===== config.mk =====
export PLATFORM = sky130hd
export DESIGN_NAME = pwm_multi_ch
export DESIGN_NICKNAME = d
export VERILOG_FILES = /design/src/rtl/pwm_multi_ch.sv
export SDC_FILE = /design/constraint.sdc
export NUM_CORES = 1
export LEC_CHECK = 0
export BUFFER_PORTS_ARGS = -buffer_cell sky130_fd_sc_hd__buf_4
export CAP_MARGIN = 20
export CORE_UTILIZATION = 60
export DETAILED_ROUTE_END_ITERATION = 8
export PLACE_DENSITY = 0.8
export SLEW_MARGIN = 20
export SYNTH_ARGS = -nofsm -noshare
export SYNTH_HDL_FRONTEND = slang
export SYNTH_SLANG_ARGS = --single-unit

===== constraint.sdc =====
create_clock -name clk -period 3.51 [get_ports clk]
set_clock_uncertainty 0.05 [all_clocks]
set_input_delay 0.1755 -clock clk [delete_from_list [all_inputs] [get_ports clk]]
set_output_delay 0.1755 -clock clk [all_outputs]
set_load 0.01 [all_outputs]

===== src/rtl/pwm_multi_ch.sv =====
// Multi-channel PWM generator with a shared prescaled counter (edge- or center-aligned)
// and per-channel double-buffered duty registers that update only at period boundaries.
module pwm_multi_ch #(
    parameter int WIDTH    = 8,
    parameter int CHANNELS = 4,
    parameter int PRESC_W  = 8
) (
    input  logic                        clk,
    input  logic                        resetn,
    input  logic                        enable,
    input  logic                        mode,
    input  logic [PRESC_W-1:0]          prescale,
    input  logic [WIDTH-1:0]            period,
    input  logic                        wr_en,
    input  logic [$clog2(CHANNELS)-1:0] wr_ch,
    input  logic [WIDTH-1:0]            wr_duty,
    output logic [CHANNELS-1:0]         pwm_out,
    output logic                        period_start,
    output logic [WIDTH-1:0]            count
);

    localparam logic [WIDTH-1:0] ONE = WIDTH'(1);

    typedef enum logic {DIR_UP = 1'b0, DIR_DOWN = 1'b1} dir_t;

    logic [PRESC_W-1:0] presc_cnt;
    logic [PRESC_W-1:0] prescale_a;
    logic [WIDTH-1:0]   period_a;
    logic               mode_a;
    logic [WIDTH-1:0]   cnt;
    dir_t               dir;
    logic [WIDTH-1:0]   pending [CHANNELS];
    logic [WIDTH-1:0]   active  [CHANNELS];

    logic               tick;
    logic               wrap;
    logic               boundary;
    logic               reload;
    logic [WIDTH-1:0]   cnt_next;
    dir_t               dir_next;

    assign tick     = enable && (presc_cnt == prescale_a);
    assign boundary = tick && wrap;
    assign reload   = !enable || boundary;

    // Next counter value for a tick; wrap marks the tick that ends a period.
    always_comb begin
        cnt_next = cnt;
        dir_next = dir;
        wrap     = 1'b0;
        if (!mode_a) begin
            dir_next = DIR_UP;
            if (cnt >= period_a) begin
                cnt_next = '0;
                wrap     = 1'b1;
            end else begin
                cnt_next = cnt + ONE;
            end
        end else if (period_a == '0) begin
            cnt_next = '0;
            dir_next = DIR_UP;
            wrap     = 1'b1;
        end else if (dir == DIR_UP) begin
            if (cnt >= period_a) begin
                cnt_next = cnt - ONE;
                dir_next = DIR_DOWN;
            end else begin
                cnt_next = cnt + ONE;
            end
        end else begin
            if (cnt <= ONE) begin
                cnt_next = '0;
                dir_next = DIR_UP;
                wrap     = 1'b1;
            end else begin
                cnt_next = cnt - ONE;
            end
        end
    end

    always_ff @(posedge clk or negedge resetn) begin
        if (!resetn) begin
            presc_cnt    <= '0;
            prescale_a   <= '0;
            period_a     <= '0;
            mode_a       <= 1'b0;
            cnt          <= '0;
            dir          <= DIR_UP;
            period_start <= 1'b0;
        end else begin
            period_start <= boundary;
            if (!enable) begin
                presc_cnt <= '0;
                cnt       <= '0;
                dir       <= DIR_UP;
            end else begin
                presc_cnt <= tick ? '0 : presc_cnt + 1'b1;
                if (tick) begin
                    cnt <= cnt_next;
                    dir <= dir_next;
                end
            end
            // Timing settings only change where a new period begins, so a period never mixes them.
            if (reload) begin
                prescale_a <= prescale;
                period_a   <= period;
                mode_a     <= mode;
            end
        end
    end

    // A write landing on a reload cycle passes straight through to the active copy.
    always_ff @(posedge clk or negedge resetn) begin
        if (!resetn) begin
            for (int i = 0; i < CHANNELS; i++) begin
                pending[i] <= '0;
                active[i]  <= '0;
            end
        end else begin
            for (int i = 0; i < CHANNELS; i++) begin
                if (wr_en && (int'(wr_ch) == i)) begin
                    pending[i] <= wr_duty;
                end
                if (reload) begin
                    active[i] <= (wr_en && (int'(wr_ch) == i)) ? wr_duty : pending[i];
                end
            end
        end
    end

    always_comb begin
        pwm_out = '0;
        for (int i = 0; i < CHANNELS; i++) begin
            pwm_out[i] = enable && (cnt < active[i]);
        end
    end

    assign count = enable ? cnt : '0;

endmodule


### After elaboration in Yosys (flattened, before gate mapping)

Cells that the tools add are included.

* register bits: 99
* bits of input ports: 31

* add/sub/neg operators: 3
* order comparisons: 6
* equal/unequal tests: 5
* multiplexer cells: 26
* reduce and logical (&&, ||, !) cells: 14

Operators by type and width (count)
* 2-to-1 mux 8 bit: 15
* less-than comparator 8 bit: 4
* adder 8 x 1 -> 8 bit, second input constant: 2
* 2-to-1 mux 1 bit: 11
* logical AND 1 bit: 10
* equality test 8 bit: 1
* greater-or-equal comparator 8 bit: 1
* <= comparator 8 x 1 -> 1 bit, second input constant: 1
* zero test 8 bit: 1
* subtractor 8 x 1 -> 8 bit, second input constant: 1
* equality test 2 bit, second input constant: 2
* equality test 2 x 1 -> 1 bit, second input constant: 1
* zero test 2 bit: 1
* inequality test 2 x 1 -> 1 bit, second input constant: 1
* zero test 1 bit: 1
* logical OR 1 bit: 1

### Logic depth before layout (Yosys ltp)

* word-level depth: 7
* depth in mapped cells: 11

### Least setup slack after synthesis

OpenSTA, ideal clock, no wires.

* path type: reg-to-reg
* start point: register cnt[0]
* end point: register active[29] (netlist name)
* setup time: 127 ps
* data arrival time: 2492 ps
* path slack: 840 ps
* stages on the path, launching flop included: 11
* buffers on the path: 2
* period minus slack after synthesis: 2670 ps
* path through: dfrtp_1 inv_1 ha_1 nand2b_1 a2111o_1 a211o_1 nand3b_2 a31oi_4 buf_6 buf_6 mux2_1

* cells in the longest elaborated chain, start to end: 7

RTL lines
* start, declared: line 30 `logic [WIDTH-1:0] cnt;`
* start signal, assigned: line 99 `cnt <= cnt_next;`
* <= comparator 8 x 1 -> 1 bit: line 71 `if (cnt <= ONE) begin`
* 2-to-1 mux 1 bit: line 71
* 2-to-1 mux 1 bit: line 63 `end else if (dir == DIR_UP) begin`
* 2-to-1 mux 1 bit: line 59 `end else if (period_a == '0) begin`
* 2-to-1 mux 1 bit (*): line 51 `if (!mode_a) begin`
* logical AND 1 bit (*): line 43 `assign boundary = tick && wrap;`
* logical OR 1 bit (*): line 44 `assign reload = !enable || boundary;`
* end signal, assigned by index: line 125 `active[i] <= (wr_en && (int'(wr_ch) == i)) ? wr_duty : pending[i];`
* end, declared: line 33 `logic [WIDTH-1:0] active [CHANNELS];`

Every way passes the cells marked *; elsewhere a longest branch is shown, timed or not.
A chain may end at the register's enable or synchronous reset.

### Worst setup path in the final report

* start point: register cnt[0]
* end point: register active[27] (netlist name)

Same word-level chain as after synthesis.

==> key figures <==
Setup path
  – CP Max Fanout: 32
  – Crit path largest cell delay: 0.48 ns
  – Setup crit start kind: flip-flop
  – CP Buf/Inv Count: 2
  – Worst EP required: between 3 and 4 ns
  – CP delay by family, top: compound AO/OA/AOI/OAI gates
  – Slowest library cell on the worst path: dfrtp_1
  – WP data arrival: 3.20 ns
  – CP Cell Sequence: inv_1, ha_1, nand2b_1, a2111o_1, a211o_1, nand3b_2, a31oi_4, buf_4, mux2_1
  – Critical Path End Type: flip-flop
  – Critical path type: flip-flop to flip-flop

Detailed routing
  – Via density: approximately 5.7
  – Drt pass-1 iters: 5
  – Via count: 3617
  – Total Wirelength: approximately 11 mm
  – Iteration-0 DRC Markers: roughly 230
  – DRC: 0
  – ANT nets after route: 0
  – Avg WL per Cell: roughly 18 um

Synthesis
  – Syn_area_per_cell: between 10 and 15 um2
  – Synth area leaders: dfrtp_1 (47%), mux2_2 (11%), ha_1 (9.5%), mux2_1 (5.6%), inv_1 (2.9%)
  – Post-synth EDFFs: 0
  – Ys async rst share: 100.0%
  – Predominant post-synthesis flop cell: dfrtp_1
  – Area of the mapped netlist: approximately 5300 um2
  – Synth warn: 0
  – FF+latch count, synth: 99
  – Sequential fraction of the synthesis area: 47.18%
  – Syn_nets: between 500 and 600
  – Synth top area share: 47.18%
  – Top cell type by total area after synthesis: dfrtp_1
  – Syn Inst Count: approximately 450
  – Unique cell type count in the Yosys netlist: 48

GRT
  – First-pass GRT wire length: ~18 mm
  – Vias in the first global route: between 3000 and 4000
  – Initial antenna violation count: 0
  – Tot GR Track Use: a little over a quarter
  – Total grt overflow: 0
  – Pin count of the biggest net entering global routing: 86

Layout
  – Most frequent cells in the layout: dfrtp_1 (99), mux2_2 (49), buf_4 (48)
  – Number of fill cells in the layout: between 500 and 600
  – Most common cell after layout, fill and taps aside: dfrtp_1
  – Diode count: 0
  – Area grow syn2layout: 14.87%
  – Layout Nets: 592
  – Fin cells: 631
  – Layout cells sized above 1: approximately 23%
  – Fin util: between 70% and 80%

Run status
  – Run status: finished clean

Timing
  – Final hold vios: 0
  – Minimum clock period: roughly 3 ns
  – Max Slew Vio Count: 0
  – RSZ-0062 raised after global routing: false
  – Worst-Margin Slew: between 0.8 and 0.9 ns
  – Final cycle utilization of the critical path: 85.52%
  – Final setup fails: 0
  – Slew HR: between 40% and 50%
  – Setup_tns: 0 ns
  – Fmax: roughly 330 MHz

Floorplanning
  – Site row count: 33
  – Core region area: between 8000 and 9000 um2
  – Die Ht: between 90 and 100 um
  – Die W: approximately 96 um
  – Initial core utilization: between 60 and 70%
  – I/O pins: 44
  – Die ar.: around 9100 um2

Clock tree
  – # clock sinks: roughly 100
  – CTS Root Cell: clkbuf_8
  – CTS buffer count: 9
  – CTS Buffer Depth: 2
  – CTS tree: done
  – Cts hold-fix bufs: 18
  – Clk_lat worst skew: roughly 0.37 ns
  – Post-CTS Resized: 0
  – CTS clk-pin slew, worst paths: ~0.1 ns
  – Setup bufs post-CTS: 0
  – Htree depth: 3

Power and ir drop
  – Leakage power: between 2 and 3 nW
  – Maximum VDD drop: roughly 0.3 mV
  – Pwr Density: about 460 nW/um2

Job
  – Max-capacitance violation count: 0

Worst hold path
  – Worst Hold Class: primary input to flip-flop

Place
  – GPL Wtd Cong: about 0.9
  – Final HPWL from detailed placement: between 7 and 8 mm
  – Placed insts: roughly 600
  – Buffers added on ports: between 40 and 50
[power breakdown]
group	switching, mW	internal (mW)	total, mW
Clock	0.399	0.331	0.730
Combinational	0.277	0.303	0.580
Sequential	0.118	1.36	1.48
[area by class of cell]
type                    count  area (um2)  share of cell area, %
repair buffers             67       551.8                  9.147
multi-input cells         303        2525                  41.86
clock buffers              10       127.6                  2.116
flip-flops and latches     99        2477                  41.07
clock inverters             6       65.06                  1.079
inverters                  41       153.9                  2.551
well taps                 105       131.4                  2.178
[state kept, by name, summed over array words and instances, names as in the netlist]
register	count
active	32
pending	32
cnt	8
period_a	8
presc_cnt	8
prescale_a	8
dir	1
mode_a	1
period_start	1
[worst paths after layout]
path / start / end / slack, ns / cells after the start
max: cnt[0] / active[27] / 0.51 / 9
max reg2reg: cnt[0] / active[27] / 0.51 / 9
max in group asynchronous: resetn / pending[16] / 2.31 / 3
min: wr_duty[6] / pending[22] / 0.04 / 2
min reg2reg: pending[15] / pending[15] / 0.45 / 1
min in group asynchronous: resetn / period_a[4] / 0.37 / 2
[metrics by stage]
step	hold slack [ns]	setup WS (ns)	area, um2	total power [mW]
CTS	0.02807	0.5205	6028	2.806
floorplan	-0.1701	0.8402	5251	1.870
finish	0.03997	0.5081	6032	2.789
global placement	0.3278	0.6662	5655	2.015
global route	0.02233	0.3883	6032	2.946
detailed placement	0.3399	0.5782	5655	2.064
[per-layer routing]
metal  global-route usage, %  share of wire, %  routed length, um  up-vias
met5                       0                 0                  0        -
met4                   9.701               1.7                193        0
met3                   4.705               4.5                494       13
met2                   45.00                50               5574       97
met1                   34.36                43               4782     1794
li1                        -                 -                  -     1713
[cell families after synthesis]
logic type                 Yosys count  synth area share (%)
and+or+nand+nor                    101                 10.58
DFF                                 99                 47.18
muxes                               78                 16.65
AOI/OAI and AO/OA                   67                 8.482
buffers and inverters               52                 4.741
adders and majority gates           40                 9.531
xor gates and xnor gates            17                 2.835
[Yosys cell counts, types with 2 or more instances]
master	number
a211o_1	3
a21o_1	2
nand4_1	4
o21a_1	9
or4_1	2
nor2b_1	2
clkbuf_1	4
a21boi_0	4
ha_1	40
xor2_1	6
mux2i_1	3
nand3_1	12
nand3b_1	4
xnor2_1	11
and2_1	10
mux2_1	26
o21ai_0	20
and3_1	4
nor3_1	4
nand2b_1	5
dfrtp_1	99
a21oi_1	13
buf_12	2
inv_1	41
buf_6	2
nand2_1	24
and4b_1	4
nor2_1	20
mux2_2	49
o211ai_1	7
Power figures use the tool's default switching activity.
